[src/rtl/alu_pkg.sv]
`default_nettype none
// ============================================================================
// Module   : alu_pkg
// Purpose  : Shared definitions for param_alu_core: MIPS R-type funct codes,
//            control FSM states and the long-operation mode selector.
// Ports    : none (package)
// Revision : 1.0 - initial release
// ============================================================================
package alu_pkg;

    // MIPS R-type funct codes understood by the core
    localparam logic [5:0] AND_F   = 6'd36;
    localparam logic [5:0] OR_F    = 6'd37;
    localparam logic [5:0] ADD_F   = 6'd32;
    localparam logic [5:0] SUB_F   = 6'd34;
    localparam logic [5:0] SLT_F   = 6'd42;
    localparam logic [5:0] SRL_F   = 6'd2;
    localparam logic [5:0] MULTU_F = 6'd25;
    localparam logic [5:0] DIVU_F  = 6'd27;
    localparam logic [5:0] MFHI_F  = 6'd16;
    localparam logic [5:0] MFLO_F  = 6'd18;

    typedef enum logic [0:0] {
        IDLE = 1'b0,
        ITER = 1'b1
    } state_e;

    typedef enum logic [0:0] {
        M_MUL = 1'b0,
        M_DIV = 1'b1
    } mode_e;

    // True for the functions that run through the iterative unit
    function automatic logic is_long_op(input logic [5:0] f);
        return (f == MULTU_F) || (f == DIVU_F);
    endfunction

endpackage : alu_pkg
`default_nettype wire

[src/rtl/seq_muldiv.sv]
`default_nettype none
// ============================================================================
// Module   : seq_muldiv
// Purpose  : Iterative unsigned multiplier (shift-add) and restoring divider,
//            one bit per cycle, WIDTH iterations per operation.
// Ports    : clk, reset (async, active-low)
//            start_i   - load operands (issue edge of a MULTU/DIVU)
//            mode_i    - M_MUL / M_DIV, sampled with start_i
//            a_i, b_i  - operands (rs, rt)
//            iter_i    - controller is in its ITER state
//            done_o    - last iteration happens on the coming edge
//            hilo_we_o - write strobe for HI/LO (same as done_o)
//            hi_o/lo_o - HI/LO values to write when hilo_we_o is set
//            err_o     - current operation is a divide by zero
// Revision : 1.0 - initial release
// ============================================================================
module seq_muldiv
    import alu_pkg::*;
#(
    parameter int WIDTH = 32
) (
    input  wire logic             clk,
    input  wire logic             reset,
    input  wire logic             start_i,
    input  wire mode_e            mode_i,
    input  wire logic [WIDTH-1:0] a_i,
    input  wire logic [WIDTH-1:0] b_i,
    input  wire logic             iter_i,
    output logic                  done_o,
    output logic                  hilo_we_o,
    output logic [WIDTH-1:0]      hi_o,
    output logic [WIDTH-1:0]      lo_o,
    output logic                  err_o
);

    localparam int CW = $clog2(WIDTH);

    // acc_q/sh_q form one 2*WIDTH shift register:
    //   multiply: {partial product high, multiplier shifting out / product low}
    //   divide  : {partial remainder,    dividend shifting out / quotient in}
    logic [WIDTH-1:0] acc_q, acc_d;
    logic [WIDTH-1:0] sh_q,  sh_d;
    logic [WIDTH-1:0] opnd_q;           // multiplicand or divisor
    mode_e            mode_q;
    logic             dz_q;
    logic [CW-1:0]    cnt_q;

    logic [WIDTH:0]   mul_sum;
    logic [WIDTH:0]   div_shift;
    logic             div_ge;
    logic [WIDTH-1:0] div_rem;

    always_comb begin
        mul_sum   = {1'b0, acc_q} + (sh_q[0] ? {1'b0, opnd_q} : '0);
        div_shift = {acc_q, sh_q[WIDTH-1]};
        div_ge    = (div_shift >= {1'b0, opnd_q});
        // When div_ge holds the difference is below the divisor, so the
        // low WIDTH bits are exact.
        div_rem   = div_shift[WIDTH-1:0] - opnd_q;
        if (mode_q == M_MUL) begin
            acc_d = mul_sum[WIDTH:1];
            sh_d  = {mul_sum[0], sh_q[WIDTH-1:1]};
        end else begin
            // Divide by zero needs no special path: every step subtracts 0,
            // so the quotient fills with ones and the remainder ends as A.
            acc_d = div_ge ? div_rem : div_shift[WIDTH-1:0];
            sh_d  = {sh_q[WIDTH-2:0], div_ge};
        end
    end

    assign done_o    = iter_i && (cnt_q == CW'(WIDTH - 1));
    assign hilo_we_o = done_o;
    assign hi_o      = acc_d;
    assign lo_o      = sh_d;
    assign err_o     = dz_q;

    always_ff @(posedge clk or negedge reset) begin
        if (!reset) begin
            acc_q  <= '0;
            sh_q   <= '0;
            opnd_q <= '0;
            mode_q <= M_MUL;
            dz_q   <= 1'b0;
            cnt_q  <= '0;
        end else if (start_i) begin
            acc_q  <= '0;
            sh_q   <= (mode_i == M_MUL) ? b_i : a_i;
            opnd_q <= (mode_i == M_MUL) ? a_i : b_i;
            mode_q <= mode_i;
            dz_q   <= (mode_i == M_DIV) && (b_i == '0);
            cnt_q  <= '0;
        end else if (iter_i) begin
            acc_q <= acc_d;
            sh_q  <= sh_d;
            cnt_q <= done_o ? '0 : cnt_q + CW'(1);
        end
    end

endmodule : seq_muldiv
`default_nettype wire

[src/rtl/param_alu_core.sv]
`default_nettype none
// ============================================================================
// Module   : param_alu_core
// Purpose  : Handshaked MIPS R-type ALU: single-cycle AND/OR/ADD/SUB/SLT/SRL/
//            MFHI/MFLO plus iterative MULTU/DIVU. Owns the HI/LO pair.
// Ports    : clk, reset (async, active-low)
//            in_valid/in_ready   - request handshake (funct, data_a, data_b)
//            out_valid/out_ready - result handshake (result, err)
//            busy                - MULTU/DIVU iteration in progress
// Revision : 1.0 - initial release
// ============================================================================
module param_alu_core
    import alu_pkg::*;
#(
    parameter int WIDTH = 32,
    parameter int SHW   = $clog2(WIDTH)
) (
    input  wire logic             clk,
    input  wire logic             reset,
    input  wire logic             in_valid,
    output logic                  in_ready,
    input  wire logic [5:0]       funct,
    input  wire logic [WIDTH-1:0] data_a,
    input  wire logic [WIDTH-1:0] data_b,
    output logic                  out_valid,
    input  wire logic             out_ready,
    output logic [WIDTH-1:0]      result,
    output logic                  err,
    output logic                  busy
);

    state_e           state_q;
    logic             out_valid_q;
    logic [WIDTH-1:0] result_q;
    logic             err_q;
    logic [WIDTH-1:0] hi_q, lo_q;

    logic             accept_d;
    logic             long_d;
    mode_e            mode_d;
    logic [WIDTH-1:0] alu_res_d;
    logic             alu_err_d;

    logic             md_done, md_we, md_err;
    logic [WIDTH-1:0] md_hi, md_lo;

    // Gated by reset so the block never advertises ready while held in reset
    assign in_ready  = reset && (state_q == IDLE) && (!out_valid_q || out_ready);
    assign accept_d  = in_valid && in_ready;
    assign long_d    = is_long_op(funct);
    assign mode_d    = (funct == DIVU_F) ? M_DIV : M_MUL;

    assign out_valid = out_valid_q;
    assign result    = result_q;
    assign err       = err_q;
    assign busy      = (state_q == ITER);

    // Single-cycle functional unit
    always_comb begin
        alu_res_d = '0;
        alu_err_d = 1'b0;
        case (funct)
            AND_F:  alu_res_d = data_a & data_b;
            OR_F:   alu_res_d = data_a | data_b;
            ADD_F:  alu_res_d = data_a + data_b;
            SUB_F:  alu_res_d = data_a - data_b;
            SLT_F:  alu_res_d = {{(WIDTH-1){1'b0}}, ($signed(data_a) < $signed(data_b))};
            SRL_F:  alu_res_d = data_a >> data_b[SHW-1:0];
            MFHI_F: alu_res_d = hi_q;
            MFLO_F: alu_res_d = lo_q;
            default: alu_err_d = 1'b1;  // includes MULTU/DIVU, which never use this path
        endcase
    end

    seq_muldiv #(
        .WIDTH (WIDTH)
    ) u_muldiv (
        .clk       (clk),
        .reset     (reset),
        .start_i   (accept_d && long_d),
        .mode_i    (mode_d),
        .a_i       (data_a),
        .b_i       (data_b),
        .iter_i    (state_q == ITER),
        .done_o    (md_done),
        .hilo_we_o (md_we),
        .hi_o      (md_hi),
        .lo_o      (md_lo),
        .err_o     (md_err)
    );

    always_ff @(posedge clk or negedge reset) begin
        if (!reset) begin
            state_q     <= IDLE;
            out_valid_q <= 1'b0;
            result_q    <= '0;
            err_q       <= 1'b0;
            hi_q        <= '0;
            lo_q        <= '0;
        end else begin
            // Retire first; a load on the same edge overrides, giving
            // back-to-back results without a bubble.
            if (out_ready) begin
                out_valid_q <= 1'b0;
            end
            case (state_q)
                IDLE: begin
                    if (accept_d) begin
                        if (long_d) begin
                            state_q <= ITER;
                        end else begin
                            out_valid_q <= 1'b1;
                            result_q    <= alu_res_d;
                            err_q       <= alu_err_d;
                        end
                    end
                end
                ITER: begin
                    if (md_done) begin
                        state_q     <= IDLE;
                        out_valid_q <= 1'b1;
                        result_q    <= md_lo;
                        err_q       <= md_err;
                    end
                end
                default: state_q <= IDLE;
            endcase
            if (md_we) begin
                hi_q <= md_hi;
                lo_q <= md_lo;
            end
        end
    end

endmodule : param_alu_core
`default_nettype wire
[config.mk]
export PLATFORM = sky130hd
export DESIGN_NAME = param_alu_core
export DESIGN_NICKNAME = d
export VERILOG_FILES = /design/src/rtl/alu_pkg.sv /design/src/rtl/seq_muldiv.sv /design/src/rtl/param_alu_core.sv
export SDC_FILE = /design/constraint.sdc
export NUM_CORES = 1
export LEC_CHECK = 0
export ABC_AREA = 1
export CAP_MARGIN = 0
export CORE_MARGIN = 8
export CORE_UTILIZATION = 55
export CTS_BUF_LIST = sky130_fd_sc_hd__clkbuf_8 sky130_fd_sc_hd__clkbuf_16
export CTS_CLUSTER_SIZE = 28
export DETAILED_ROUTE_END_ITERATION = 8
export DONT_BUFFER_PORTS = 1
export PLACE_DENSITY = 0.7
export SLEW_MARGIN = 25
export SYNTH_ARGS = -nofsm -noshare
export SYNTH_HDL_FRONTEND = slang
export SYNTH_HIERARCHICAL = 1
export SYNTH_SLANG_ARGS = --single-unit
[constraint.sdc]
create_clock -name clk -period 7.65 [get_ports clk]
set_input_delay 1.53 -clock clk [delete_from_list [all_inputs] [get_ports clk]]
set_output_delay 1.53 -clock clk [all_outputs]
set_load 0.01 [all_outputs]
==> results of run 1 <==
## routing by layer
metal,global-route usage,vias up
li1,-,12300
met1,0.464,11900
met2,0.596,1330
met3,0.0510,263
met4,0.204,2
met5,0,-
## placed cells by master, fill, tap and decap left out, drive strengths merged, types with 13 or more instances in the layout
cell    netlist  final
o211ai       24     24
or2          33     33
inv         633    635
nand3       385    385
a21oi       215    215
o21ai       250    250
nor2        282    282
a21boi       15     15
nand2      1184   1184
nand4        74     74
o22ai        78     78
ha          174    174
nand3b       16     16
a22oi        16     16
clkbuf       72     26
nor3         35     35
and2         13     13
dfrtp       202    202
nor4         16     16
## registers in the layout (all words and copies together), names as in the netlist, 5 cells and up
signal,flops
u_muldiv/opnd_q,32
u_muldiv/sh_q,32
u_muldiv/cnt_q,5
hi_q,32
lo_q,32
u_muldiv/acc_q,32
result,32
## cells by family (layout without fill, tap and decap cells)
logic type / after synthesis / in the layout / share of synthesized area
flip-flops: 202 / 202 / 0.216
multiplexers: 13 / 13 / 0.00615
XOR/XNOR: 15 / 15 / 0.00562
adder cells (fa/ha/maj): 178 / 178 / 0.0965
AO/OA/AOI/OAI: 641 / 641 / 0.153
AND/OR/NAND/NOR: 2052 / 2052 / 0.386
buffers and inverters: 792 / 691 / 0.136
## layout make-up
cell class,instances,share of cell area
clock buffers,26,0.0255
well taps,539,0.0278
inverters,639,0.0992
clock inverters,14,0.00898
flip-flops and latches,202,0.209
repair buffers,12,0.00372
multi-input cells,2899,0.626
## critical path, cell delays in order
cell     delay (ps)
o21ai_0         160
nor2_1          330
nand2_1         180
nor2_4          140
buf_4           490
nor2_4          100
nor2_4          710
buf_4           510
inv_1           140
o21ai_1         140
## final timing paths
kind	start	to	slack (ps)	cells after the start
max	reset	u_muldiv/acc_q[15]$_DFFE_PN0P_	3380	10
min reg2reg	u_muldiv/cnt_q[4]$_DFFE_PN0P_	u_muldiv/cnt_q[4]$_DFFE_PN0P_	500	1
max reg2reg	busy$_DFF_PN0_	u_muldiv/acc_q[15]$_DFFE_PN0P_	3920	9
min	u_muldiv/cnt_q[4]$_DFFE_PN0P_	u_muldiv/cnt_q[4]$_DFFE_PN0P_	500	1
min in group asynchronous	reset	result[2]$_DFFE_PN0P_	720	0
max in group asynchronous	reset	busy$_DFF_PN0_	6480	0
## power by group
part	switching [uW]	total (uW)	internal, uW
sequential	460	1950	1490
combinational	2870	4240	1370
clock	491	1240	751
total	3820	7440	3620
## metrics by stage
stage	setup WS, ps	total power, uW	hold WS [ps]	cells	utilization
after floorplan	4070	4940	441	3893	-
after global placement	3210	6050	486	4291	0.558
after detailed placement	3140	6080	491	4291	0.558
after CTS	3680	7350	504	4331	0.578
after global routing	3330	8010	540	4331	0.578
final	3380	7440	503	4331	0.578
==> impl_metrics.env, run 1 <==
export IMPL_status="finished clean"
export IMPL_avgViaCountPerCell=5.97
export IMPL_period_share=0.558
export IMPL_fp_dieH_um=222
export IMPL_rsz0062_at_grt="no"
export IMPL_path_class="input port to register"
export IMPL_antenna_found_initial=1
export IMPL_fp_row_count=75
export IMPL_finClkSkew_ps=21.8
export IMPL_cts_buffers=23
export IMPL_drive_above_1_share=0.0467
export IMPL_avgRoutedWirePerCell_um=21.7
export IMPL_yosysSeqAreaShare=0.216
export IMPL_yosysTopAreaCellShare=0.216
export IMPL_start_util=0.558
export IMPL_power_leakage_uw=0.0131
export IMPL_cts_htree_levels=1
export IMPL_worst_pin_slew_ps=999
export IMPL_setup_worst_path_start_class="input port"
export IMPL_post_cts_buffers=0
export IMPL_port_buffers=0
export IMPL_core_sq_um=41900
export IMPL_synth_nets=4145
export IMPL_seqCellArea_sq_um=5060
export IMPL_fillers=4467
export IMPL_cts_hold_buf=0
export IMPL_power_density_nw_per_um2=307
export IMPL_multi_input_area_sq_um=15200
export IMPL_drt_met1_wl_um=37400
export IMPL_wl_met3_um=8580
export IMPL_clk_transition_reported_paths_ps=60
export IMPL_yosys_warnings=6
export IMPL_drc=0
export IMPL_netlist_top_cells_count="1,169 x nand2_1, 616 x inv_1, 358 x nand3_1"
export IMPL_synth_cell_type_count=62
export IMPL_yosys_area_top_type="dfrtp_1"
export IMPL_dr_pass1_iters=6
export IMPL_antennaDiodeCount=0
export IMPL_dieArea_sq_um=49400
export IMPL_cts_tree="done"
export IMPL_grt_pass1_wl_um=141000
export IMPL_ir_drop_mv=0.207
export IMPL_yosys_register_bits=202
export IMPL_routed_top_layer="met5"
export IMPL_nets=4029
export IMPL_dpl_hpwl_um=73200
export IMPL_die_w_um=222
export IMPL_synth_area_leaders="dfrtp_1 22%, nand2_1 19%, inv_1 9.9%, ha_1 9.3%, nand3_1 7.7%"
export IMPL_arrival_ps=4720
export IMPL_totalWireLength_um=93900
export IMPL_clkSinkCount=202
export IMPL_synthCells=3893
export IMPL_hold_viol_final=0
export IMPL_final_cell_area_sq_um=24200
export IMPL_drv_cap=0
export IMPL_drv_slew=0
export IMPL_timing_setup_tns_ps=0
export IMPL_drt_iter0_markers=2807
export IMPL_io_pins=110
export IMPL_avgSynthCellArea_sq_um=6.01
export IMPL_routed_via_count=25800
export IMPL_cp_data_required_time_ps=8100
export IMPL_synth_async_reset_ratio=1.00
export IMPL_min_period_ps=4270
export IMPL_cp_end_kind="register"
export IMPL_cp_max_fo=203
export IMPL_grt_total_usage=0.366
export IMPL_syn2layout_area_growth_pct=3.61
export IMPL_wl_met2_um=41700
export IMPL_grt_pass1_vias=24100
export IMPL_grt_max_degree=204
export IMPL_place_area_sq_um=23400
export IMPL_cts_root_buf="clkbuf_16"
export IMPL_finalSetupViolCount=0
export IMPL_worstSkewPairLatency_ps=540
export IMPL_synth_edff_count=0
export IMPL_timing_slew_headroom=0.332
export IMPL_detail_route_antenna_nets=0
export IMPL_yosysMostFrequentCell="nand2_1"
export IMPL_clockBufferDepth=3
export IMPL_synthesis_area_sq_um=23400
export IMPL_grt_overflow=0
export IMPL_postCtsResizedCells=0
export IMPL_hold_class="register to register"
export IMPL_gp_congestion=1.04
export IMPL_fmax_ghz=0.234
export IMPL_ys_flop_type="dfrtp_1"
Note: power is estimated with default switching activity, not from simulation.
==> run 2, diff against run 1 <==
Settings changed: PLACE_DENSITY 0.7 to 0.73.
Clock period 7.65 ns to 3.43 ns, I/O delays scaled along.
==> impl_metrics.env, run 2 (same netlist as run 1, synthesis figures left out) <==
export IMPL_path_class="register to register"
export IMPL_drv_slew=0
export IMPL_worst_pin_slew_ps=1140
export IMPL_timing_slew_headroom=0.231
export IMPL_power_density_nw_per_um2=685
export IMPL_hold_class="input port to async pin"
export IMPL_violations="negative hold slack"
export IMPL_min_period_ps=3110
export IMPL_totalWireLength_um=96000
export IMPL_grt_pass1_wl_um=144000
export IMPL_avgViaCountPerCell=6.01
export IMPL_ir_drop_mv=0.422
export IMPL_fmax_ghz=0.322
export IMPL_grt_overflow=0
export IMPL_slowest_delay_ps=450
export IMPL_antenna_found_initial=2
export IMPL_drt_iter0_markers=3074
export IMPL_drv_cap=0
export IMPL_io_pins=110
export IMPL_syn2layout_area_growth_pct=4.60
export IMPL_finalSetupViolCount=0
export IMPL_hold_viol_final=202
export IMPL_postCtsResizedCells=0
export IMPL_gp_congestion=1.03
export IMPL_routed_top_layer="met5"
export IMPL_layout_common_cells="1,169 x nand2_1, 617 x inv_1, 358 x nand3_1"
export IMPL_rsz0062_at_grt="no"
export IMPL_r2r_end="hi_q[25]$_DFFE_PN0P_"
export IMPL_cts_root_buf="clkbuf_16"
export IMPL_clk_transition_reported_paths_ps=60
export IMPL_grt_pass1_vias=24400
export IMPL_worst_slack_ps=321
export IMPL_fp_dieH_um=222
export IMPL_worstSkewPairLatency_ps=540
export IMPL_power_leakage_uw=0.0132
export IMPL_cp_max_fo=33
export IMPL_total_power_uw=16800
export IMPL_drt_met1_wl_um=37600
export IMPL_avgRoutedWirePerCell_um=22.0
export IMPL_status="finished with violations"
export IMPL_critPathMostFrequentCell="nand2_1"
export IMPL_cp_end_kind="register"
export IMPL_path_cells="ha_1, a21oi_1, nand2_1, nand2_1, nand2_1, nand2_1, nand3_2, nor2_8, nand2_8, nand2_2, nand2_1, nand2_1, and2_1, nand2_1, o21ai_0"
export IMPL_die_w_um=222
export IMPL_reg2reg_from="u_muldiv/acc_q[19]$_DFFE_PN0P_"
export IMPL_fp_row_count=75
export IMPL_cp_data_required_time_ps=3890
export IMPL_place_ws_ps=404
export IMPL_cts_htree_levels=1
export IMPL_start_util=0.558
export IMPL_dpl_hpwl_um=76300
export IMPL_crit_start="u_muldiv/acc_q[19]$_DFFE_PN0P_"
export IMPL_drive_above_1_share=0.0544
export IMPL_nets=4060
export IMPL_clockBufferDepth=3
export IMPL_core_sq_um=41900
export IMPL_dr_pass1_iters=6
export IMPL_wl_met2_um=42400
export IMPL_period_share=0.906
export IMPL_grt_max_degree=204
export IMPL_post_cts_buffers=0
export IMPL_finClkSkew_ps=12.3
export IMPL_grt_total_usage=0.375
export IMPL_reg2reg_slack_ps=320
export IMPL_whs_ps=-149
export IMPL_setup_worst_path_start_class="register"
export IMPL_worst_path_max_delay_cell="dfrtp_1"
export IMPL_clkSinkCount=202
export IMPL_dieArea_sq_um=49400
export IMPL_cts_tree="done"
export IMPL_routed_via_count=26200
export IMPL_timing_setup_tns_ps=0
export IMPL_wl_met3_um=9350
export IMPL_arrival_ps=3570
export IMPL_cts_buffers=24
export IMPL_ff2ff_path_depth=15
export IMPL_port_buffers=0
export IMPL_detail_route_antenna_nets=0
export IMPL_drc=0
export IMPL_final_common_cell="nand2_1"
## run 2: cell count changes in the layout (fill, tap and decap cells not counted)
cell       before  now
buf_12          0    3
buf_4          12   39
bufinv_16       5    2
clkbuf_16      23   25
clkbuf_8        3    2
clkinv_2        3    7
clkinv_4        3    1
clkinv_8        1    0
dfrtp_1       200  201
dfrtp_2         1    0
diode_2         0    1
inv_1         616  617
inv_6           1    2
inv_8           0    2
## run 2: per-layer routing
layer,up-vias,track usage
li1,12400,-
met1,12100,0.476
met2,1460,0.603
met3,284,0.0526
met4,4,0.219
met5,-,0
## run 2: worst max path at each step
stage | to | cells past startpoint | slack, ps
after floorplan | result[31]$_DFFE_PN0P_ | 19 | 690
after global placement | u_muldiv/sh_q[0]$_DFFE_PN0P_ | 13 | 380
after detailed placement | result[0]$_DFFE_PN0P_ | 13 | 400
after CTS | u_muldiv/sh_q[0]$_DFFE_PN0P_ | 13 | 370
after global routing | hi_q[20]$_DFFE_PN0P_ | 14 | 170
final | hi_q[25]$_DFFE_PN0P_ | 15 | 320
## run 2: power breakdown
group          total (uW)  internal (uW)  switching, uW
clock network        2660           1530           1130
registers            4270           3330            935
logic                9830           3180           6660
## run 2: worst max-delay path: cells and delay by family, from the launching register on
family / cells / cell delay (ps)
AO/OA/AOI/OAI: 2 / 390
adder cells (fa/ha/maj): 1 / 430
flip-flops: 1 / 450
AND/OR/NAND/NOR: 12 / 1730
## run 2: stage by stage
step                      area, sq um  hold slack, ps  std cells   util
after floorplan                 23400             390       3893      -
after global placement          23700             397       4321  0.564
after detailed placement        23700             396       4321  0.564
after CTS                       24500            -163       4364  0.583
after global routing            24500            -156       4364  0.583
final                           24500            -149       4365  0.583
## run 2: area by class of cell
| class | instances | area (sq um) |
|---|---|---|
| well taps | 539 | 674 |
| multi-input cells | 2899 | 15200 |
| fillers | 4412 | 17500 |
| clock buffers | 27 | 653 |
| inverters | 639 | 2400 |
| flip-flops and latches | 202 | 5060 |
| diodes | 1 | 2.50 |
| clock inverters | 16 | 149 |
| repair buffers | 42 | 353 |
